File: config.mk
export PLATFORM = sky130hd
export DESIGN_NAME = dmem_access_unit
export DESIGN_NICKNAME = d
export VERILOG_FILES = /design/src/rtl/mips_pkg.sv /design/src/rtl/dmem_lane_align.sv /design/src/rtl/dmem_access_unit.sv
export SDC_FILE = /design/constraint.sdc
export NUM_CORES = 1
export LEC_CHECK = 0
export ABC_CLOCK_PERIOD_IN_PS = 7500
export CAP_MARGIN = 5
export CELL_PAD_IN_SITES_DETAIL_PLACEMENT = 2
export CELL_PAD_IN_SITES_GLOBAL_PLACEMENT = 2
export CORE_ASPECT_RATIO = 0.7
export CORE_MARGIN = 2
export CORE_UTILIZATION = 33
export CTS_BUF_LIST = sky130_fd_sc_hd__clkbuf_4
export DETAILED_ROUTE_END_ITERATION = 7
export PLACE_DENSITY_LB_ADDON = 0.1
export SYNTH_ARGS = -nofsm -noshare
export SYNTH_HDL_FRONTEND = slang
export SYNTH_SLANG_ARGS = --single-unit
File: constraint.sdc
create_clock -name clock -period 7.5 [get_ports clock]
set_input_delay 1.875 -clock clock [delete_from_list [all_inputs] [get_ports clock]]
set_output_delay 1.875 -clock clock [all_outputs]
set_load 0.01 [all_outputs]
File: src/rtl/mips_pkg.sv
// Shared MIPS load/store opcodes, FSM state type and access-size decode
// for the data-memory access unit.
package mips_pkg;

    localparam logic [5:0] LB  = 6'h20;
    localparam logic [5:0] LH  = 6'h21;
    localparam logic [5:0] LW  = 6'h23;
    localparam logic [5:0] LBU = 6'h24;
    localparam logic [5:0] LHU = 6'h25;
    localparam logic [5:0] SB  = 6'h28;
    localparam logic [5:0] SH  = 6'h29;
    localparam logic [5:0] SW  = 6'h2B;

    typedef enum logic [1:0] {
        IDLE   = 2'd0,
        ACCESS = 2'd1,
        WRITE  = 2'd2
    } state_t;

    typedef enum logic [1:0] {
        SZ_B = 2'd0,
        SZ_H = 2'd1,
        SZ_W = 2'd2
    } size_t;

    typedef struct packed {
        logic  valid;
        logic  is_store;
        size_t size;
        logic  sign_ext;
    } op_dec_t;

    function automatic op_dec_t decode_op(input logic [5:0] op);
        op_dec_t d;
        d = '{valid: 1'b0, is_store: 1'b0, size: SZ_W, sign_ext: 1'b0};
        case (op)
            LB:  d = '{valid: 1'b1, is_store: 1'b0, size: SZ_B, sign_ext: 1'b1};
            LH:  d = '{valid: 1'b1, is_store: 1'b0, size: SZ_H, sign_ext: 1'b1};
            LW:  d = '{valid: 1'b1, is_store: 1'b0, size: SZ_W, sign_ext: 1'b0};
            LBU: d = '{valid: 1'b1, is_store: 1'b0, size: SZ_B, sign_ext: 1'b0};
            LHU: d = '{valid: 1'b1, is_store: 1'b0, size: SZ_H, sign_ext: 1'b0};
            SB:  d = '{valid: 1'b1, is_store: 1'b1, size: SZ_B, sign_ext: 1'b0};
            SH:  d = '{valid: 1'b1, is_store: 1'b1, size: SZ_H, sign_ext: 1'b0};
            SW:  d = '{valid: 1'b1, is_store: 1'b1, size: SZ_W, sign_ext: 1'b0};
            default: ;
        endcase
        return d;
    endfunction

endpackage

File: src/rtl/dmem_lane_align.sv
// Combinational byte/halfword lane logic: load extract/extend and
// store merge into a full memory word.
module dmem_lane_align
    import mips_pkg::*;
#(
    parameter int BIG_ENDIAN = 1
) (
    input  logic [31:0] word,
    input  logic [1:0]  offset,
    input  size_t       size,
    input  logic        sign_ext,
    input  logic [31:0] wdata,
    output logic [31:0] load_data,
    output logic [31:0] merged
);

    logic [1:0]  lane;
    logic [4:0]  shift;
    logic [31:0] shifted;
    logic [31:0] mask;

    always_comb begin
        lane      = '0;
        mask      = '1;
        load_data = word;
        // Lane index counts bytes up from bit 0; big-endian mirrors the offset.
        case (size)
            SZ_B: begin
                lane = (BIG_ENDIAN != 0) ? ~offset : offset;
                mask = 32'h0000_00FF;
            end
            SZ_H: begin
                lane = (BIG_ENDIAN != 0) ? {~offset[1], 1'b0} : {offset[1], 1'b0};
                mask = 32'h0000_FFFF;
            end
            default: ;
        endcase
        shift   = {lane, 3'b000};
        shifted = word >> shift;
        case (size)
            SZ_B:    load_data = {{24{sign_ext & shifted[7]}}, shifted[7:0]};
            SZ_H:    load_data = {{16{sign_ext & shifted[15]}}, shifted[15:0]};
            default: load_data = word;
        endcase
        merged = (word & ~(mask << shift)) | ((wdata & mask) << shift);
    end

endmodule

File: src/rtl/dmem_access_unit.sv
// MEM-stage load/store initiator for a word-only data memory port.
// Optional access trace: define DMEM_ACCESS_TRACE_EN.
module dmem_access_unit
    import mips_pkg::*;
#(
    parameter int         BIG_ENDIAN = 1,
    parameter logic [5:0] NOP_OP     = 6'h00
) (
    input  logic        clock,
    input  logic        reset,
    input  logic        req_valid,
    output logic        req_ready,
    input  logic [5:0]  req_op,
    input  logic [31:0] req_addr,
    input  logic [31:0] req_wdata,
    output logic        resp_valid,
    output logic        resp_fault,
    output logic [31:0] resp_rdata,
    output logic [5:0]  mem_op,
    output logic [31:0] mem_address,
    output logic [31:0] mem_writevalue,
    input  logic [31:0] mem_readvalue
);

    state_t      state, state_n;
    logic [5:0]  op_q;
    logic [31:0] addr_q, wdata_q, merged_q;
    op_dec_t     req_dec, cur_dec;
    logic        misaligned;
    logic [31:0] load_data, merged;

    assign req_dec   = decode_op(req_op);
    assign cur_dec   = decode_op(op_q);
    assign req_ready = (state == IDLE);
    assign misaligned = ((cur_dec.size == SZ_H) && addr_q[0]) ||
                        ((cur_dec.size == SZ_W) && (addr_q[1:0] != 2'b00));

    dmem_lane_align #(.BIG_ENDIAN(BIG_ENDIAN)) u_align (
        .word      (mem_readvalue),
        .offset    (addr_q[1:0]),
        .size      (cur_dec.size),
        .sign_ext  (cur_dec.sign_ext),
        .wdata     (wdata_q),
        .load_data (load_data),
        .merged    (merged)
    );

    always_ff @(posedge clock or posedge reset) begin
        if (reset) begin
            state      <= IDLE;
            op_q       <= '0;
            addr_q     <= '0;
            wdata_q    <= '0;
            merged_q   <= '0;
            resp_valid <= 1'b0;
            resp_fault <= 1'b0;
            resp_rdata <= '0;
        end else begin
            state      <= state_n;
            resp_valid <= 1'b0;
            resp_fault <= 1'b0;
            resp_rdata <= '0;
            case (state)
                IDLE: begin
                    if (req_valid && req_dec.valid) begin
                        op_q    <= req_op;
                        addr_q  <= req_addr;
                        wdata_q <= req_wdata;
                    end
                end
                ACCESS: begin
                    if (misaligned) begin
                        resp_valid <= 1'b1;
                        resp_fault <= 1'b1;
                    end else if (!cur_dec.is_store) begin
                        resp_valid <= 1'b1;
                        resp_rdata <= load_data;
                    end else if (cur_dec.size == SZ_W) begin
                        resp_valid <= 1'b1;
                    end else begin
                        merged_q <= merged;
                    end
                end
                WRITE: resp_valid <= 1'b1;
                default: ;
            endcase
        end
    end

    always_comb begin
        state_n        = state;
        mem_op         = NOP_OP;
        mem_address    = '0;
        mem_writevalue = '0;
        case (state)
            IDLE: begin
                if (req_valid && req_dec.valid)
                    state_n = ACCESS;
            end
            ACCESS: begin
                mem_address = {addr_q[31:2], 2'b00};
                state_n     = IDLE;
                if (!misaligned) begin
                    if (!cur_dec.is_store) begin
                        mem_op = LW;
                    end else if (cur_dec.size == SZ_W) begin
                        mem_op         = SW;
                        mem_writevalue = wdata_q;
                    end else begin
                        state_n = WRITE;
                    end
                end
            end
            WRITE: begin
                mem_address    = {addr_q[31:2], 2'b00};
                mem_op         = SW;
                mem_writevalue = merged_q;
                state_n        = IDLE;
            end
            default: state_n = IDLE;
        endcase
    end

`ifdef DMEM_ACCESS_TRACE_EN
    always_ff @(posedge clock) begin
        if (!reset) begin
            if (mem_op == LW)
                $display("dmem: word %0h LW read %08h", mem_address >> 2, mem_readvalue);
            else if (mem_op == SW)
                $display("dmem: word %0h SW write %08h", mem_address >> 2, mem_writevalue);
            if (state == ACCESS && misaligned)
                $display("dmem: misaligned access at %08h", addr_q);
        end
    end
`endif

endmodule

* Word level (Yosys, flattened, before mapping)
Index checks and enable logic that the tools add are counted.
Storage, ports and cells: word-level logic and storage cells 80, input port bits 105, output and inout port bits 105, register bits 138
Operators by class: reductions and logical operators 10, bitwise gates (word level) 10, eq/ne operators 21, shift-type cells 3, multiplexer cells 28
Operators with widths (number):
- 32-bit two-way mux | 7
- 32-bit one-hot mux with 2 select lines | 3
- 6-bit equality test (second input constant) | 16
- 32-bit AND | 2
- 32-bit by 5-bit << shifter with 32-bit output | 2
- 5-bit one-hot mux with 8 select lines | 1
- 32-bit inverter | 1
- 32-bit OR | 1
- 4-bit one-hot mux with 8 select lines | 1
- 32-bit by 5-bit >> shifter with 16-bit output | 1
- 6-bit two-way mux | 3
- 6-bit one-hot mux with 2 select lines | 1
- 2-bit two-way mux | 4
- 2-bit one-hot mux with 2 select lines | 2
- 1-bit two-way mux | 5
- 2-bit by 1-bit equality test with 1-bit output (second input constant) | 2
- 2-bit equality test (second input constant) | 2
- 2-bit zero test | 2
- 4-bit AND reduction | 1
- 1-bit logical AND | 3
- 1-bit inverter | 3
- 1-bit AND | 2
- 2-bit by 1-bit inequality test with 1-bit output (second input constant) | 1
- 2-bit inverter | 1
- other kinds (5) | 5

* Depth between registers and ports, before layout
depth after elaboration 10, mapped depth 8, depth with buffers taken out 5

* Cells and area by module
A second synthesis with hierarchy kept.
Unflattened totals: cells, all modules 625, area, all modules 7194.4 um^2
By module, submodules not included:
- dmem_access_unit | instances 1, area each 5728.0 um^2, seq. area each 3453.3 um^2, cells an instance 405
- dmem_lane_align | instances 1, area each 1466.4 um^2, seq. area each 0.0 um^2, cells an instance 220

* Least setup slack after synthesis
No wires, ideal clock.
path type register to output, start point register op_q[1], end point output port mem_writevalue[10], arrival 1.718 ns, setup slack 3.907 ns, data required time 5.625 ns, cell stages (with the launch flop) 8, path buffers 3, path through dfrtp_1 > or3b_4 > buf_6 > nor2_4 > nor4bb_1 > buf_2 > buf_4 > a22o_1
On the way: word-level cells in the longest chain between the ends 7, elaborated cells on any way between the ends 18, those cells by class eq/ne: 10; mux: 5; reduce/logical: 3
Ends and longest elaborated chain:
- start: declaration | RTL line dmem_access_unit.sv:26 | logic [5:0] op_q;
- start signal: assignment | RTL line dmem_access_unit.sv:66 | op_q <= req_op;
- 6-bit equality test | RTL line mips_pkg.sv:36 | case (op)
- 4-bit one-hot mux with 8 select lines * | RTL line mips_pkg.sv:36
- 2-bit equality test / 2-bit by 1-bit equality test with 1-bit output (equally long branches) | RTL line dmem_access_unit.sv:36, dmem_access_unit.sv:106, dmem_access_unit.sv:35
- 32-bit two-way mux, or another cell as far along | RTL line dmem_access_unit.sv:106 | end else if (cur_dec.size == SZ_W) begin
- 32-bit two-way mux / 1-bit logical OR (equally long branches) | RTL line dmem_access_unit.sv:104, dmem_access_unit.sv:35
- 32-bit two-way mux * | RTL line dmem_access_unit.sv:103 | if (!misaligned) begin
- 32-bit one-hot mux with 2 select lines * | RTL line dmem_access_unit.sv:95 | case (state)
- end: declaration | RTL line dmem_access_unit.sv:21 | output logic [31:0] mem_writevalue,
Mark *: on every way between the ends. The rest lies on a longest branch, timed or not.

* Worst setup path in the final report
start point register op_q[2], end point output port mem_writevalue[23]
Same word-level chain as after synthesis.

==> flow_metrics.tcl <==
set metrics [dict create \
    clock_latency_ps 580 \
    syn_inst 629 \
    worst_slack_ps 1870 \
    status "finished clean" \
    muxShareOfSynthArea 0.138 \
    p_comb_frac 0.459 \
    synth_edf_count 0 \
    drt-total-wl_um 26400 \
    slew-limit-headroom 0.191 \
    worst_pin_slew_ps 1210 \
    fin_skew_ps 28.2 \
    synth-main-ff-cell "dfrtp_1" \
    min_period_over_period 0.751 \
    path_class "reg2out" \
    start_kind "register" \
    p_sw_mw 1.44 \
    syn_area_per_cell_um2 11.2 \
    viasPerCell 5.42 \
    synth_area_leaders "dfrtp_1 49%, mux2_2 12%, a22o_1 4.1%" \
    route.detailed.drc 0 \
    worstSetupEndpointType "primary output" \
    grt_max_degree 76 \
    dpl_worst_slack_ps 2430 \
    dr.pass1.iters 4 \
    switching_share 0.424 \
    clock_path_buffers 2 \
    diodes 0 \
    die_area_um2 22600 \
    die_x_um 179 \
    ctsRootBufferMaster "clkbuf_4" \
    ant_nets 0 \
    antenna_found_initial 0 \
    ys_seq_area_frac 0.489 \
    hold_class "reg2reg" \
    port_buffers 205 \
    post_drt_wl_per_cell_um 24.2 \
    place_hpwl_um 19400 \
    globalRouteTotalUtil 0.239 \
    yosys-top-cells-count "138 x dfrtp_1, 76 x mux2_2, 50 x a21oi_1" \
    synth_cell_types 53 \
    htreeDepth 4 \
    maxSlewViolCount 0 \
    start_util 0.338 \
    p_seq_frac 0.392 \
    rsz0062_at_grt "false" \
    ctsHoldBuffers 0 \
    vias 5916 \
    yosys.area_share.xor_xnor 0 \
    cap_violations 0 \
    power_report.internal_total_mw 1.97 \
    fin_setup_tns_ps 0 \
    utilization 0.455 \
    cts_tree "yes" \
    nNetsFinal 912 \
    async_flop_share 1.00 \
    synth_seq_cells 138 \
    clockPowerShare 0.149 \
    peakVddDrop_mv 0.127 \
    dieHeight_um 126 \
    first_global_vias 6521 \
    synth_adder_area_share 0.00532 \
    grt_overflow 0 \
    cp.arrival_ps 3760 \
    powerDensity_nw_per_um2 359 \
    area_growth_pct 34.6 \
    fmax_mhz 178 \
    path_clk_slew_ps 130 \
    cts-resized-gates 0 \
    syn_area_um2 7060 \
    critPathRequiredTime_ps 5620 \
    power_mw 3.41 \
    pin_count 210 \
    drive_above_1_share 0.182 \
    cts.sinks 138 \
    critPathMaxFanout 36 \
    layout_min_cycle_time_ps 5630 \
    synth_compound_gate_area_share 0.187 \
    drtIter0Drc 345 \
    synth_warnings 0 \
    core_um2 20900 \
    grt_pass1_wl_um 40400 \
    yosysTopAreaCellShare 0.489 \
    yosys.area_share.simple 0.129 \
    finalSetupViolCount 0 \
    synth.most_common_cell "dfrtp_1" \
    hold_viol_final 0 \
    synth_area_leader_cell "dfrtp_1" \
    cts_buffers 17 \
    leakage_nw 3.77 \
    num_rows 44 \
    cts_setup_buffers 0 \
    synth_top_family_by_area "compound AO/OA/AOI/OAI gates" \
    globalplace.congestion 0.850 \
]
cell usage in the layout, fill, tap and decap left out, types with 10 or more instances in the layout:
cell / count
a31oi_1: 22
o21ai_0: 18
dfrtp_1: 138
a22o_1: 33
o21a_1: 10
a21oi_1: 50
and2_1: 34
clkdlybuf4s50_1: 205
nand2_1: 27
mux2_2: 76
mux2i_1: 11
clkbuf_4: 19
nor3_2: 18
nor2_1: 22
sequential cells by signal (all words and copies together), names as in the netlist:
register	cells
resp_valid	1
resp_rdata	32
merged_q	32
resp_fault	1
wdata_q	32
addr_q	32
op_q	6
state	2
power groups by stage:
stage | clock network [mW] | registers [mW] | logic (mW)
after global placement | 0 | 1.33 | 1.50
after floorplan | 0 | 1.21 | 1.03
final | 0.509 | 1.34 | 1.56
after detailed placement | 0 | 1.35 | 1.57
after global routing | 0.557 | 1.37 | 1.69
after CTS | 0.526 | 1.33 | 1.58
cell type report:
cell class	instances	area (um^2)
Clock buffer	19	143
Clock inverter	11	130
Fill cell	2135	11400
Inverter	8	35.0
Multi-Input combinational cell	426	3280
Sequential cell	138	3450
Tap cell	276	345
Timing Repair Buffer	213	2110
stage by stage:
step | instance area, um^2 | cells | hold WS (ps)
after CTS | 9500 | 1091 | 518
after global placement | 9230 | 1061 | 480
after global routing | 9500 | 1091 | 528
final | 9500 | 1091 | 512
after detailed placement | 9230 | 1061 | 489
after floorplan | 7070 | 632 | 459
path summary, 6_finish.rpt:
| kind | startpoint | endpoint | slack, ps | depth (start not counted) |
|---|---|---|---|---|
| max | op_q[2] | mem_writevalue[23] | 1870 | 6 |
| min | addr_q[10] | addr_q[10] | 510 | 1 |
| max reg2reg | op_q[0] | resp_rdata[29] | 4530 | 4 |
| min reg2reg | addr_q[10] | addr_q[10] | 510 | 1 |
| max in group asynchronous | reset | merged_q[5] | 4340 | 3 |
| min in group asynchronous | reset | addr_q[2] | 1790 | 2 |
cell families after synthesis:
| group | Yosys count |
|---|---|
| AO/OA/AOI/OAI | 189 |
| AND/OR/NAND/NOR | 142 |
| flip-flops | 138 |
| multiplexers | 88 |
| buffers and inverters | 68 |
| adder cells (fa/ha/maj) | 3 |
| other | 1 |
worst max-delay path: stages (launching register included):
cell             delay (ps)
dfrtp_1                 500
and2_1                  780
nor2_4                  350
nor4bb_4                360
buf_4                   430
a22o_1                  210
clkdlybuf4s50_1         550
per-layer routing:
metal  up-vias  track usage  share of wire
met3        27       0.0510          0.054
met5         -            0              0
met2       160        0.394           0.49
li1       2646            -              -
met1      3083        0.322           0.44
met4         0       0.0555          0.013
Note: power is estimated with default switching activity, not from simulation.
==> variant, RTL diff (same settings) <==
Re-encode `state_t` (3 states) as one-hot, 3 bits wide.
--- a/src/rtl/mips_pkg.sv
+++ b/src/rtl/mips_pkg.sv
@@ -11,10 +11,10 @@
     localparam logic [5:0] SH  = 6'h29;
     localparam logic [5:0] SW  = 6'h2B;
 
-    typedef enum logic [1:0] {
-        IDLE   = 2'd0,
-        ACCESS = 2'd1,
-        WRITE  = 2'd2
+    typedef enum logic [2:0] {
+        IDLE   = 3'b001,
+        ACCESS = 3'b010,
+        WRITE  = 3'b100
     } state_t;
 
     typedef enum logic [1:0] {
Check against the original RTL: same outputs for any inputs over 4 cycles, from zero or initial values and one cycle with reset high; so few cycles prove little.
==> variant against the original RTL <==
Area after synthesis shrank 0.44%; setup slack gained 0.59 ns; via count shrank 0.86%; design area grew 0.26%; register-to-register slack lost 0.55 ns; sequential cell count grew 1; non-clock buffer count grew 1; highest routed layer is now met5; wire length shrank 1.9%.
Power is not compared: it rests on default switching activity, and its combinational part moved more than twofold at a synthesized area within 25%.
==> variant: results (changes against the original RTL) <==
Layout
  • Logic inverters: 14 (was 8)
  • # clk buffers: 18 (was 19)
  • Clk tree area frac: 2.94% (was 2.87%)
  • Sequential share of cell area: 36.5% (was 36.3%)
  • Signal buffers: 214 (was 213)
  • Fillers: 2120 (was 2135)
  • Sequential cell count: 139 (was 138)
  • #MultiIn Comb: 417 (was 426)
  • Signal buf overhead: 22.3% (was 22.2%)

Worst setup path
  • Worst Setup SP: state[1] (was op_q[2])
  • Reg2Reg Depth: 5 (was 4)
  • Crit-path max FO: 32 (was 36)
  • Setup crit end: mem_writevalue[13] (was mem_writevalue[23])
  • WP data arrival: 3.17 ns (was 3.76 ns)
  • Setup slack, reg-to-reg: 3.98 ns (was 4.53 ns)
  • Worst R2R End: merged_q[13] (was resp_rdata[29])
  • CP max stage delay: 0.57 ns (was 0.78 ns)

Placed design
  • Post-Place Cell Area: 9240 um^2 (was 9230 um^2)

Synth
  • Synth area leaders: dfrtp_1 (49%), mux2_2 (12%), a22o_1 (3.9%), nor2b_1 (2.8%), a21oi_1 (2.4%) (was dfrtp_1 (49%), mux2_2 (12%), a22o_1 (4.1%), a21oi_1 (3.5%), and2_1 (3.0%))
  • Sequential area share after synthesis: 49.5% (was 48.9%)
  • Top cells by instance count after synthesis: dfrtp_1 (138), mux2_2 (75), nand2_1 (39) (was dfrtp_1 (138), mux2_2 (76), a21oi_1 (50))
  • Post-Syn Instances: 625 (was 629)

STA
  • Setup Skew: 0.0256 ns (was 0.0282 ns)
  • Slew @ Worst Pin: 1.22 ns (was 1.21 ns)

Outcome
  • Status: completed (unchanged)

Global route
  • GRT Total Usage: 23.4% (was 23.9%)
  • Global-route wire length before repair: 39400 um (was 40400 um)

Routing
  • Vias per inst: 5.37 (was 5.42)
==> variant: cell families after synthesis <==
kind of cell	synth area share, %
other	0.0534
flip-flops	49.5
multiplexers	14.6
AO/OA/AOI/OAI	16.2
AND/OR/NAND/NOR	14.5
buffers and inverters	5.04
==> variant: per-layer routing <==
metal	wire, um	vias up	track usage (%)	share of wire [%]
met2	12300	176	38.0	47
met4	170	2	3.97	0.66
met3	1570	12	6.22	6.1
met1	11800	3025	31.8	46
met5	13	-	0	0.050
li1	-	2650	-	-
==> variant: worst min-delay path by stage <==
| stage | from | to | slack, ns | cells past startpoint |
|---|---|---|---|---|
| after floorplan | merged_q[16] | merged_q[16] | 0.45 | 2 |
| after CTS | addr_q[28] | addr_q[28] | 0.52 | 1 |
| final | addr_q[28] | addr_q[28] | 0.52 | 1 |
| after detailed placement | addr_q[29] | addr_q[29] | 0.49 | 1 |
| after global routing | addr_q[8] | addr_q[8] | 0.55 | 1 |
| after global placement | addr_q[7] | addr_q[7] | 0.48 | 1 |
